$ cat config.mk
export PLATFORM = sky130hd
export DESIGN_NAME = wb_bus_if
export DESIGN_NICKNAME = d
export VERILOG_FILES = /design/src/rtl/wb_bus_if.sv
export SDC_FILE = /design/constraint.sdc
export NUM_CORES = 1
export LEC_CHECK = 0
export CAP_MARGIN = 10
export CORE_UTILIZATION = 39
export CTS_CLUSTER_DIAMETER = 50
export CTS_CLUSTER_SIZE = 30
export DETAILED_ROUTE_END_ITERATION = 10
export PLACE_DENSITY = 0.79
export REMOVE_ABC_BUFFERS = 1
export SYNTH_ARGS = -nofsm -noshare
export SYNTH_HDL_FRONTEND = slang
export SYNTH_SLANG_ARGS = --single-unit
$ cat constraint.sdc
create_clock -name clk -period 2.1 [get_ports clk]
set_clock_uncertainty 0.1 [all_clocks]
set_input_delay 0.42 -clock clk [delete_from_list [all_inputs] [get_ports clk]]
set_output_delay 0.42 -clock clk [all_outputs]
set_load 0.05 [all_outputs]
$ cat src/rtl/wb_bus_if.sv
// Bridges one CPU SRAM-style port to a Wishbone B3 classic single-access master.
// Latency: bus request one cycle after cpu_ce_i; read data returned in the ack cycle.
// Backpressure: stallreq holds the pipeline while the access is outstanding.
//
// Optional feature macro: WB_BUS_IF_TIMEOUT_EN (ack timeout with sticky bus_err_o).
//
// Ports:
//   clk, rst              system clock, synchronous active-high reset
//   stall_i, flush_i      pipeline controller stall vector and flush
//   cpu_*_i / cpu_data_o  CPU-side request and returned read data
//   stallreq              stall request back to the controller
//   wb_*                  Wishbone classic master (all outputs registered)
//   bus_err_o             sticky ack-timeout flag (constant 0 without the macro)
module wb_bus_if #(
  parameter int AW             = 32,
  parameter int DW             = 32,
  parameter int TIMEOUT_CYCLES = 255
) (
  input  logic          clk,
  input  logic          rst,
  input  logic [5:0]    stall_i,
  input  logic          flush_i,
  input  logic          cpu_ce_i,
  input  logic [AW-1:0] cpu_addr_i,
  input  logic [DW-1:0] cpu_data_i,
  input  logic          cpu_we_i,
  input  logic [3:0]    cpu_sel_i,
  output logic [DW-1:0] cpu_data_o,
  output logic          stallreq,
  output logic [AW-1:0] wb_adr_o,
  output logic [DW-1:0] wb_dat_o,
  output logic          wb_we_o,
  output logic [3:0]    wb_sel_o,
  output logic          wb_stb_o,
  output logic          wb_cyc_o,
  input  logic [DW-1:0] wb_dat_i,
  input  logic          wb_ack_i,
  output logic          bus_err_o
);

  typedef enum logic [1:0] {
    IDLE           = 2'd0,
    BUSY           = 2'd1,
    WAIT_FOR_STALL = 2'd2
  } state_t;

  state_t        state, state_nxt;
  logic [DW-1:0] rd_buf;
  logic          timeout_hit;

`ifdef WB_BUS_IF_TIMEOUT_EN
  localparam int TW = ($clog2(TIMEOUT_CYCLES) > 8) ? $clog2(TIMEOUT_CYCLES) : 8;

  logic [TW-1:0] to_cnt;

  // Flush and ack both take priority over the timeout abort.
  assign timeout_hit = (state == BUSY) && !wb_ack_i && !flush_i &&
                       (to_cnt == TW'(TIMEOUT_CYCLES - 1));

  // Only BUSY is entered from IDLE, so holding the counter at zero outside
  // BUSY gives a clean start for every access.
  always_ff @(posedge clk) begin
    if (rst) begin
      to_cnt <= '0;
    end else if (state != BUSY) begin
      to_cnt <= '0;
    end else if (!wb_ack_i) begin
      to_cnt <= to_cnt + TW'(1);
    end
  end

  always_ff @(posedge clk) begin
    if (rst) begin
      bus_err_o <= 1'b0;
    end else if (timeout_hit) begin
      bus_err_o <= 1'b1;
    end
  end
`else
  assign timeout_hit = 1'b0;
  // No timeout hardware: the comparison is constant false for any legal
  // TIMEOUT_CYCLES, so the flag is tied low.
  assign bus_err_o   = (TIMEOUT_CYCLES < 0);
`endif

  // State register
  always_ff @(posedge clk) begin
    if (rst) begin
      state <= IDLE;
    end else begin
      state <= state_nxt;
    end
  end

  // Next-state logic
  always_comb begin
    state_nxt = state;
    case (state)
      IDLE: begin
        if (cpu_ce_i && !flush_i) state_nxt = BUSY;
      end
      BUSY: begin
        if (flush_i) begin
          state_nxt = IDLE;
        end else if (wb_ack_i) begin
          state_nxt = (stall_i != 6'd0) ? WAIT_FOR_STALL : IDLE;
        end else if (timeout_hit) begin
          state_nxt = WAIT_FOR_STALL;
        end
      end
      WAIT_FOR_STALL: begin
        if (flush_i || (stall_i == 6'd0)) state_nxt = IDLE;
      end
      default: state_nxt = IDLE;
    endcase
  end

  // Combinational CPU-side outputs; reset masks the request so the
  // controller never sees a stall while the block is being reset.
  always_comb begin
    stallreq   = 1'b0;
    cpu_data_o = '0;
    if (!rst) begin
      case (state)
        IDLE: begin
          stallreq = cpu_ce_i && !flush_i;
        end
        BUSY: begin
          if (wb_ack_i) begin
            cpu_data_o = wb_we_o ? '0 : wb_dat_i;
          end else if (!timeout_hit) begin
            stallreq = 1'b1;
          end
        end
        WAIT_FOR_STALL: begin
          cpu_data_o = rd_buf;
        end
        default: ;
      endcase
    end
  end

  // Registered Wishbone master outputs
  always_ff @(posedge clk) begin
    if (rst) begin
      wb_adr_o <= '0;
      wb_dat_o <= '0;
      wb_we_o  <= 1'b0;
      wb_sel_o <= 4'd0;
      wb_stb_o <= 1'b0;
      wb_cyc_o <= 1'b0;
    end else begin
      case (state)
        IDLE: begin
          if (cpu_ce_i && !flush_i) begin
            wb_adr_o <= cpu_addr_i;
            // Write data only goes on the bus for writes.
            wb_dat_o <= cpu_we_i ? cpu_data_i : '0;
            wb_we_o  <= cpu_we_i;
            wb_sel_o <= cpu_sel_i;
            wb_stb_o <= 1'b1;
            wb_cyc_o <= 1'b1;
          end
        end
        BUSY: begin
          if (flush_i || wb_ack_i || timeout_hit) begin
            wb_adr_o <= '0;
            wb_dat_o <= '0;
            wb_we_o  <= 1'b0;
            wb_sel_o <= 4'd0;
            wb_stb_o <= 1'b0;
            wb_cyc_o <= 1'b0;
          end
        end
        default: ;
      endcase
    end
  end

  // Read data held for the CPU while the pipeline stays stalled.
  always_ff @(posedge clk) begin
    if (rst) begin
      rd_buf <= '0;
    end else if (state == BUSY) begin
      if (flush_i || timeout_hit) begin
        rd_buf <= '0;
      end else if (wb_ack_i && !wb_we_o) begin
        rd_buf <= wb_dat_i;
      end
    end else if ((state == WAIT_FOR_STALL) && flush_i) begin
      rd_buf <= '0;
    end
  end

endmodule

=== After elaboration in Yosys (flattened, before gate mapping) ===
Index checks and enable logic that the tools add are counted.

* Flip-flop bits (word level): 104
* Input port bits: 112
* Word-level logic and storage cells: 60

* Eq/ne operators: 7
* Multiplexer cells: 31
* Reduce and logical (&&, ||, !) cells: 15

{| class="wikitable"
|+ Operator list
! cell !! count
|-
| 32-bit two-way mux || 11
|-
| 32-bit case mux with 2 select lines || 3
|-
| 2-bit two-way mux || 5
|-
| 4-bit two-way mux || 2
|-
| 4-bit case mux with 2 select lines || 1
|-
| 6-bit logical NOT || 1
|-
| 2-bit != test (second input constant) || 3
|-
| 1-bit case mux with 2 select lines || 3
|-
| 2-bit case mux with 3 select lines || 1
|-
| 3-bit AND reduction || 2
|-
| 6-bit nonzero test || 1
|-
| 1-bit two-way mux || 5
|-
| 2-bit nonzero test || 2
|-
| 1-bit logical AND || 3
|-
| 3-bit by 2-bit != test with 1-bit output (second input constant) || 1
|-
| 3-bit != test (second input constant) || 1
|-
| 2-bit by 1-bit == test with 1-bit output (second input constant) || 1
|-
| 2-bit == test (second input constant) || 1
|-
| 1-bit logical NOT || 2
|-
| 2-bit logical NOT || 1
|-
| 1-bit logical OR || 2
|-
| 2-bit AND reduction || 1
|}

=== Longest topological paths before layout ===
Gate-level depths: netlist (run 1).

* Depth after elaboration: 5
* Mapped depth: 9
* Mapped depth without buffers: 6

=== Least setup slack after synthesis (run 1) ===
No wires, ideal clock.

* Path type: register -> output
* From: reg state[1]
* To: out cpu_data_o[10]
* Data arrival time: 1,982 ps
* Required time: 1,580 ps
* Slack: -402 ps
* Stages on the path, launching flop included: 8
* Path buffers: 1
* Path through: dfxtp_1 > inv_1 > ha_1 > inv_2 > nor2_1 > clkbuf_1 > a22oi_1 > nor2_1

* Word-level cells in the longest chain between the ends: 3
* Elaborated cells on any way between the ends: 4

{| class="wikitable"
|+ Ends and longest elaborated chain
! item !! line !! source
|-
| start, declared || 47 || <nowiki>state_t state, state_nxt;</nowiki>
|-
| start signal, assigned || 91 || <nowiki>state <= state_nxt;</nowiki>
|-
| 2-bit == test / 2-bit by 1-bit == test with 1-bit output (equally long branches) || 124 || <nowiki>case (state)</nowiki>
|-
| 32-bit case mux with 2 select lines * || 124 ||
|-
| 32-bit two-way mux * || 123 || <nowiki>if (!rst) begin</nowiki>
|-
| end, declared || 28 || <nowiki>output logic [DW-1:0] cpu_data_o,</nowiki>
|}

Every way passes the cells marked *; elsewhere a longest branch is shown, timed or not.

=== Worst setup path in the final report (run 1) ===
* From: reg state[1]
* To: out cpu_data_o[1]

The elaborated chain is that of the path after synthesis.

==> key figures, run 1 <==
Global route
  – GRT overflow: 0
  – First-pass GRT wire length: 22500 um
  – Initial antenna violation count: 0
  – Largest net degree at the start of global routing: 39
  – GRT Overall Usage: 0.256
  – Vias in the first global route: 4441

Pwr
  – PwrDens: 857 nW/um^2
  – Switching share of power: 0.389
  – Gate power share: 0.432
  – Lkg Pwr: 2.74 nW
  – Register share of total power: 0.368
  – Clock power share: 0.199
  – Sw Pwr: 0.00239 W
  – Max VDD drop: 0.480 mV
  – Int Power: 0.00376 W

Synthesis
  – Post-synth top area share: 0.503
  – Yosys reg bits: 104
  – Top cells by count, synth: 104 x dfxtp_1, 64 x a22o_1, 42 x a21oi_1, 38 x nand3_1
  – FFs w/ async S/R, synth: 0
  – Post-synth EDFFs: 0
  – Synth warn: 0
  – Top-count cell post-synth: dfxtp_1
  – Post-Synthesis Cells: 435
  – Synth Flop Type: dfxtp_1
  – Synth area leader: dfxtp_1
  – Sequential fraction of the synthesis area: 0.503
  – Mapped Area: 4140 um^2
  – Unique masters post-synth: 30
  – Top cells by area, synth: dfxtp_1 50%, a22o_1 14%, a22oi_1 6.0%
  – Syn Area/Cell: 9.51 um^2

Timing
  – Crit path time final: 2.28 ns
  – Max-slew violations: 0
  – Final-report hold violation count: 0
  – Setup violations, final: 32
  – Unrepaired setup endpoints after global routing: true
  – Fin worst setup slack: -0.178 ns
  – Setup TNS: -4.36 ns
  – Fmax: 439 MHz
  – Part of the cycle the worst path needs: 1.08
  – Worst-Margin Slew: 0.741 ns
  – Slew headroom: 0.505

Routing
  – Vias/cell: 5.64
  – Via count: 4448
  – Routed len/inst: 18.1 um
  – Detailed Routing Iterations Pass 1: 5
  – 1st-iter DRT viols: 274
  – Final ANT Viol Nets: 0
  – # DRC: 0
  – Total wire length: 14300 um

Run status
  – Failing checks: setup timing
  – Outcome: finished with violations

Setup path
  – Reg2Reg Depth: 7
  – R2r setup slk: 0.19 ns
  – Setup crit end kind: primary output
  – Worst path required time: 1.58 ns
  – Reg-to-reg endpoint: rd_buf[22]
  – R2R Path Start: state[1]
  – Slowest CP cell: dfxtp_2
  – Crit path cell chain: inv_2, buf_6, ha_4, nand2b_4, buf_16, nor2_1, buf_6
  – Crit Path Max Fanout: 16
  – Startpoint Class: flip-flop
  – Arr. time, crit path: 1.76 ns
  – Slowest stage delay, CP: 0.35 ns
  – CP Class: flip-flop to primary output
  – Most used cell, CP: buf_6
  – Crit path buf inv count: 4
  – Family with the most delay on the worst path: buffers and inverters

Worst hold path
  – Hold path startpoint: wb_adr_o[1]
  – Min-Delay Path Depth: 2
  – Hold EP: wb_adr_o[1]
  – Worst min path class: flip-flop to flip-flop

Floorplanning
  – Io pins: 217
  – Chip Width: 105 um
  – Placeable Area: 10300 um^2
  – Die Span Y: 105 um
  – Initial core utilization: 0.401
  – DIE AREA: 11000 um^2
  – Std cell rows: 37

Layout
  – # diodes: 0
  – Area growth, synth to finish: 73.4%
  – Fin area: 7170 um^2
  – Nets@finish: 762
  – Final core occ: 0.695
  – Layout cells sized above 1: 0.221

Run
  – Max_cap viols: 0

Clocking
  – Clock Path Buffers: 2
  – CTS Buf Count: 9
  – H-tree levels: 3
  – Hold Buf Count CTS: 0
  – Root buf cell: clkbuf_8
  – Clk Latency, worst-skew pair: 0.36 ns
  – CTS tree: built
  – Clock Pin Slew Worst Setup and Hold Paths: 0.10 ns
  – Clk sinks: 104

Place
  – Area after DPL: 6410 um^2
  – Placer's final routability congestion estimate: 0.888
  – DP Wirelength: 9210 um
  – Port Buf Inserts: 215
==> flip-flops by register name, indices dropped and copies added (netlist names) <==
| name | flops |
|---|---|
| state | 2 |
| wb_sel_o | 4 |
| rd_buf | 32 |
| wb_adr_o | 32 |
| wb_dat_o | 32 |
| wb_we_o | 1 |
| wb_cyc_o | 1 |
==> cell families (layout without fill, tap and decap cells) <==
kind of cell,after synthesis,count (layout),synth area share
fa+ha+maj,3,3,0.00907
compound gates,143,143,0.252
simple gates,127,127,0.165
flops,104,104,0.503
buf+inv,56,273,0.0671
mux,1,1,0.00242
other cells,1,1,0.000906
==> repair_timing <==
item	in CTS	in global routing
gates resized for setup	87	36
endpoints found under the setup margin	65	43
pin swaps	21	8
endpoints found under the hold margin	0	0
buffers inserted	7	1
gates cloned	5	0
==> layout make-up <==
| type | count | area, um^2 |
|---|---|---|
| fillers | 785 | 3150 |
| multi-input cells | 275 | 2050 |
| inverters | 5 | 21.3 |
| clock inverters | 5 | 62.6 |
| clock buffers | 11 | 131 |
| well taps | 136 | 170 |
| repair buffers | 252 | 2650 |
| flip-flops and latches | 104 | 2090 |
==> power by group through the flow <==
stage	clock network (W)	registers, W	logic, W
6_report	0.00123	0.00226	0.00266
5_1_grt	0.00133	0.00229	0.00281
4_1_cts	0.00125	0.00226	0.00268
3_5_place_dp	0	0.00229	0.00227
3_3_place_gp	0	0.00228	0.00222
2_1_floorplan	0	0.00273	0.000825
==> routing by layer <==
metal | part of all wire | vias to the layer above | track usage
li1 | - | 2059 | -
met5 | 0 | - | 0
met1 | 0.39 | 2110 | 0.304
met4 | 0.047 | 0 | 0.149
met3 | 0.064 | 52 | 0.0455
met2 | 0.50 | 227 | 0.432
==> per-stage QoR <==
| step | worst slack, ns | hold WS (ns) | total power, W | instances |
|---|---|---|---|---|
| after floorplan | -1.25 | 0.343 | 0.00355 | 384 |
| final | -0.178 | 0.368 | 0.00615 | 788 |
| after global routing | -0.264 | 0.389 | 0.00642 | 788 |
| after detailed placement | -0.494 | 0.354 | 0.00456 | 763 |
| after CTS | -0.204 | 0.368 | 0.00619 | 791 |
| after global placement | -0.413 | 0.350 | 0.00451 | 763 |
==> worst min-delay path, delay by kind of cell (launching register included) <==
kind / cells / cell delay (ns)
DFF: 1 / 0.32
and+or+nand+nor: 1 / 0.06
AOI/OAI and AO/OA: 1 / 0.05
==> worst max path at each step <==
stage | startpoint | end | depth (start not counted)
global route | state[1] | cpu_data_o[1] | 8
global placement | flush_i | rd_buf[3] | 5
floorplan | state[1] | wb_dat_o[0] | 5
finish | state[1] | cpu_data_o[1] | 7
CTS | state[1] | cpu_data_o[25] | 9
detailed placement | flush_i | rd_buf[6] | 5
==> cell usage in the layout (no fill, tap or decap), types with 2 or more instances in the layout <==
cell | Yosys | routed
nand2_1 | 2 | 2
clkbuf_8 | 0 | 9
nand4_1 | 37 | 37
clkbuf_1 | 27 | 2
dlymetal6s2s_1 | 0 | 11
dfxtp_1 | 104 | 102
nor2_4 | 0 | 12
a22oi_1 | 33 | 18
nand2b_1 | 6 | 4
a21oi_1 | 42 | 41
a22oi_2 | 0 | 15
nor2_1 | 37 | 12
dlygate4sd2_1 | 0 | 2
buf_12 | 0 | 8
nand3_1 | 38 | 38
inv_2 | 1 | 2
clkinvlp_4 | 0 | 2
a22o_1 | 64 | 64
clkdlybuf4s50_1 | 0 | 163
buf_16 | 0 | 2
inv_6 | 0 | 2
nor2_2 | 0 | 13
buf_6 | 6 | 31
buf_8 | 0 | 2
ha_4 | 0 | 3
buf_4 | 2 | 32
nand2b_4 | 0 | 2
inv_1 | 4 | 2
(Power assumes the default switching activity.)
==> run 2: changes to the inputs <==
SETUP_SLACK_MARGIN = 0.5   (was default)
==> key figures, run 2 (synthesis gave the netlist of run 1 again) <==
Run status
  – Outcome: finished with violations
  – Failing checks: setup timing

Worst hold path
  – Worst min path class: flip-flop to flip-flop
  – Hold EP: wb_adr_o[1]
  – Hold path startpoint: wb_adr_o[1]
  – Min-Delay Path Depth: 2 (unchanged)

Run
  – Max_cap viols: 0 (unchanged)

Routing
  – Detailed Routing Iterations Pass 1: 4 (-1)
  – # DRC: 0 (unchanged)
  – Vias/cell: 5.85 (+3.6%)
  – Routed len/inst: 21.2 um (+17%)
  – Total wire length: 17600 um (+23%)
  – 1st-iter DRT viols: 360 (+31%)
  – Final ANT Viol Nets: 0 (unchanged)
  – Via count: 4849 (+9.0%)

Timing
  – Setup TNS: -5.22 ns (-0.864 ns)
  – Fin worst setup slack: -0.207 ns (-0.0291 ns)
  – Part of the cycle the worst path needs: 1.10 (+0.0138)
  – Setup violations, final: 33 (+3.1%)
  – Unrepaired setup endpoints after global routing: true
  – Crit path time final: 2.31 ns (+0.0291 ns)
  – Max-slew violations: 0 (unchanged)
  – Final-report hold violation count: 0 (unchanged)
  – Hold Slack: 0.369 ns (+0.000453 ns)
  – Fmax: 434 MHz (-1.3%)

Layout
  – Area growth, synth to finish: 96.6%
  – Most common cell after layout, fill and taps aside: clkdlybuf4s50_1
  – Finished Layout Cells: 829 (+5.2%)
  – Largest regs: rd_buf (32), wb_adr_o (32), wb_dat_o (32)
  – Nets@finish: 803 (+5.4%)
  – # diodes: 0 (unchanged)
  – Layout cells sized above 1: 0.485 (+0.264)
  – Fin area: 8140 um^2 (+13%)
  – Most frequent cells in the layout: 107 x clkdlybuf4s50_1, 102 x dfxtp_1, 64 x a22o_1, 64 x buf_2, 47 x buf_6
  – Final core occ: 0.788 (+0.0931)

Floorplanning
  – Initial core utilization: 0.401 (unchanged)
  – DIE AREA: 11000 um^2 (unchanged)
  – Io pins: 217 (unchanged)
  – Std cell rows: 37 (unchanged)
  – Die Span Y: 105 um (unchanged)
  – Placeable Area: 10300 um^2 (unchanged)
  – Chip Width: 105 um (unchanged)

Global route
  – GRT Overall Usage: 0.280 (+0.0245)
  – GRT overflow: 0 (unchanged)
  – GR Util met1: 0.320 (+0.0162)
  – Largest net degree at the start of global routing: 39 (unchanged)
  – Met2 usage: 0.491 (+0.0587)
  – Vias in the first global route: 4746 (+6.9%)
  – Top Usage Layer GRT: met2
  – Routing usage on met3: 0.0568 (+0.0112)
  – Initial antenna violation count: 0 (unchanged)
  – First-pass GRT wire length: 24500 um (+8.7%)

Setup path
  – Worst path required time: 1.58 ns (about the same)
  – Startpoint Class: flip-flop
  – R2R Path Start: state[1]
  – Arr. time, crit path: 1.79 ns (+0.03 ns)
  – Crit path cell chain: inv_2, ha_4, inv_4, nor2_4, buf_6, clkbuf_16, a22oi_2, nor2_1, buf_6
  – CP Class: flip-flop to primary output
  – Slowest stage delay, CP: 0.34 ns (about the same)
  – Slowest CP cell: dfxtp_2
  – Reg-to-reg endpoint: wb_dat_o[14]
  – R2r setup slk: 0 ns (-0.19 ns)
  – Reg2Reg Depth: 11 (+4)
  – Setup crit end kind: primary output
  – Most used cell, CP: buf_6
  – Crit Path Max Fanout: 8 (-8)

Clocking
  – Clk Latency, worst-skew pair: 0.36 ns (about the same)
  – Hold Buf Count CTS: 0 (unchanged)
  – Root buf cell: clkbuf_8
  – CTS Buf Count: 9 (unchanged)
  – H-tree levels: 3 (unchanged)
  – Clock Path Buffers: 2 (unchanged)
  – Clock Pin Slew Worst Setup and Hold Paths: 0.10 ns (about the same)
  – CTS tree: built
  – Clk sinks: 104 (unchanged)

Pwr
  – Register share of total power: 0.322 (-0.046)
  – Gate power share: 0.502 (+0.070)
  – Lkg Pwr: 3.14 nW (+14%)
  – PwrDens: 873 nW/um^2 (+1.9%)
  – Switching share of power: 0.400 (+0.0116)
  – Sw Pwr: 0.00284 W (+19%)
  – Clock power share: 0.176 (-0.023)
  – Max VDD drop: 0.503 mV (+4.7%)
  – Int Power: 0.00426 W (+13%)

Place
  – Placer's final routability congestion estimate: 0.888 (unchanged)
  – Area after DPL: 6410 um^2 (unchanged)
  – Placed insts: 763 (unchanged)
  – Port Buf Inserts: 215 (unchanged)
  – DP Wirelength: 9210 um (unchanged)
-- run 2: final cells by class --
cell class,count,area [um^2]
Inverter,5,21.3
Multi-Input combinational cell,276,2590
Tap cell,136,170
Clock buffer,11,131
Fill cell,615,2190
Sequential cell,104,2090
Clock inverter,5,62.6
Timing Repair Buffer,292,3070
-- run 2: worst max-delay path, delay by kind of cell, from the launching register on --
family / cells / cell delay, ns
AOI/OAI and AO/OA: 1 / 0.05
buffers and inverters: 5 / 0.58
adders and majority gates: 1 / 0.16
and+or+nand+nor: 2 / 0.28
DFF: 1 / 0.34
-- run 2: what timing repair did --
action                     CTS  global route
resized for setup          449           139
buffers inserted            21            10
cloned                      11             8
pin swaps                   50            54
setup endpoints to repair  202           158
-- run 2: how the worst max path moves through the flow --
stage,from,endpoint,slack [ns],depth (start not counted)
final,state[1],cpu_data_o[26],-0.21,9
after global routing,state[1],cpu_data_o[26],-0.30,9
after CTS,state[1],cpu_data_o[25],-0.20,9
after detailed placement,flush_i,rd_buf[6],-0.49,5
after global placement,flush_i,rd_buf[3],-0.41,5
after floorplan,state[1],wb_dat_o[0],-1.25,5
-- run 2: power by group through the flow --
stage | Sequential [W] | Clock, W | Combinational [W]
2_1_floorplan | 0.00273 | 0 | 0.000825
3_3_place_gp | 0.00228 | 0 | 0.00222
3_5_place_dp | 0.00229 | 0 | 0.00227
4_1_cts | 0.00227 | 0.00125 | 0.00302
5_1_grt | 0.00231 | 0.00134 | 0.00371
6_report | 0.00229 | 0.00125 | 0.00356
-- run 2: metal layers --
| metal | up-vias | routed length [um] |
|---|---|---|
| met5 | - | 0 |
| met4 | 0 | 843 |
| met3 | 72 | 1210 |
| met2 | 289 | 9100 |
| met1 | 2325 | 6420 |
| li1 | 2163 | - |
-- run 2: metrics by stage --
step	total power, W	setup WS [ns]
floorplan	0.00355	-1.25
global placement	0.00451	-0.413
detailed placement	0.00456	-0.494
CTS	0.00654	-0.204
global route	0.00736	-0.297
finish	0.00711	-0.207
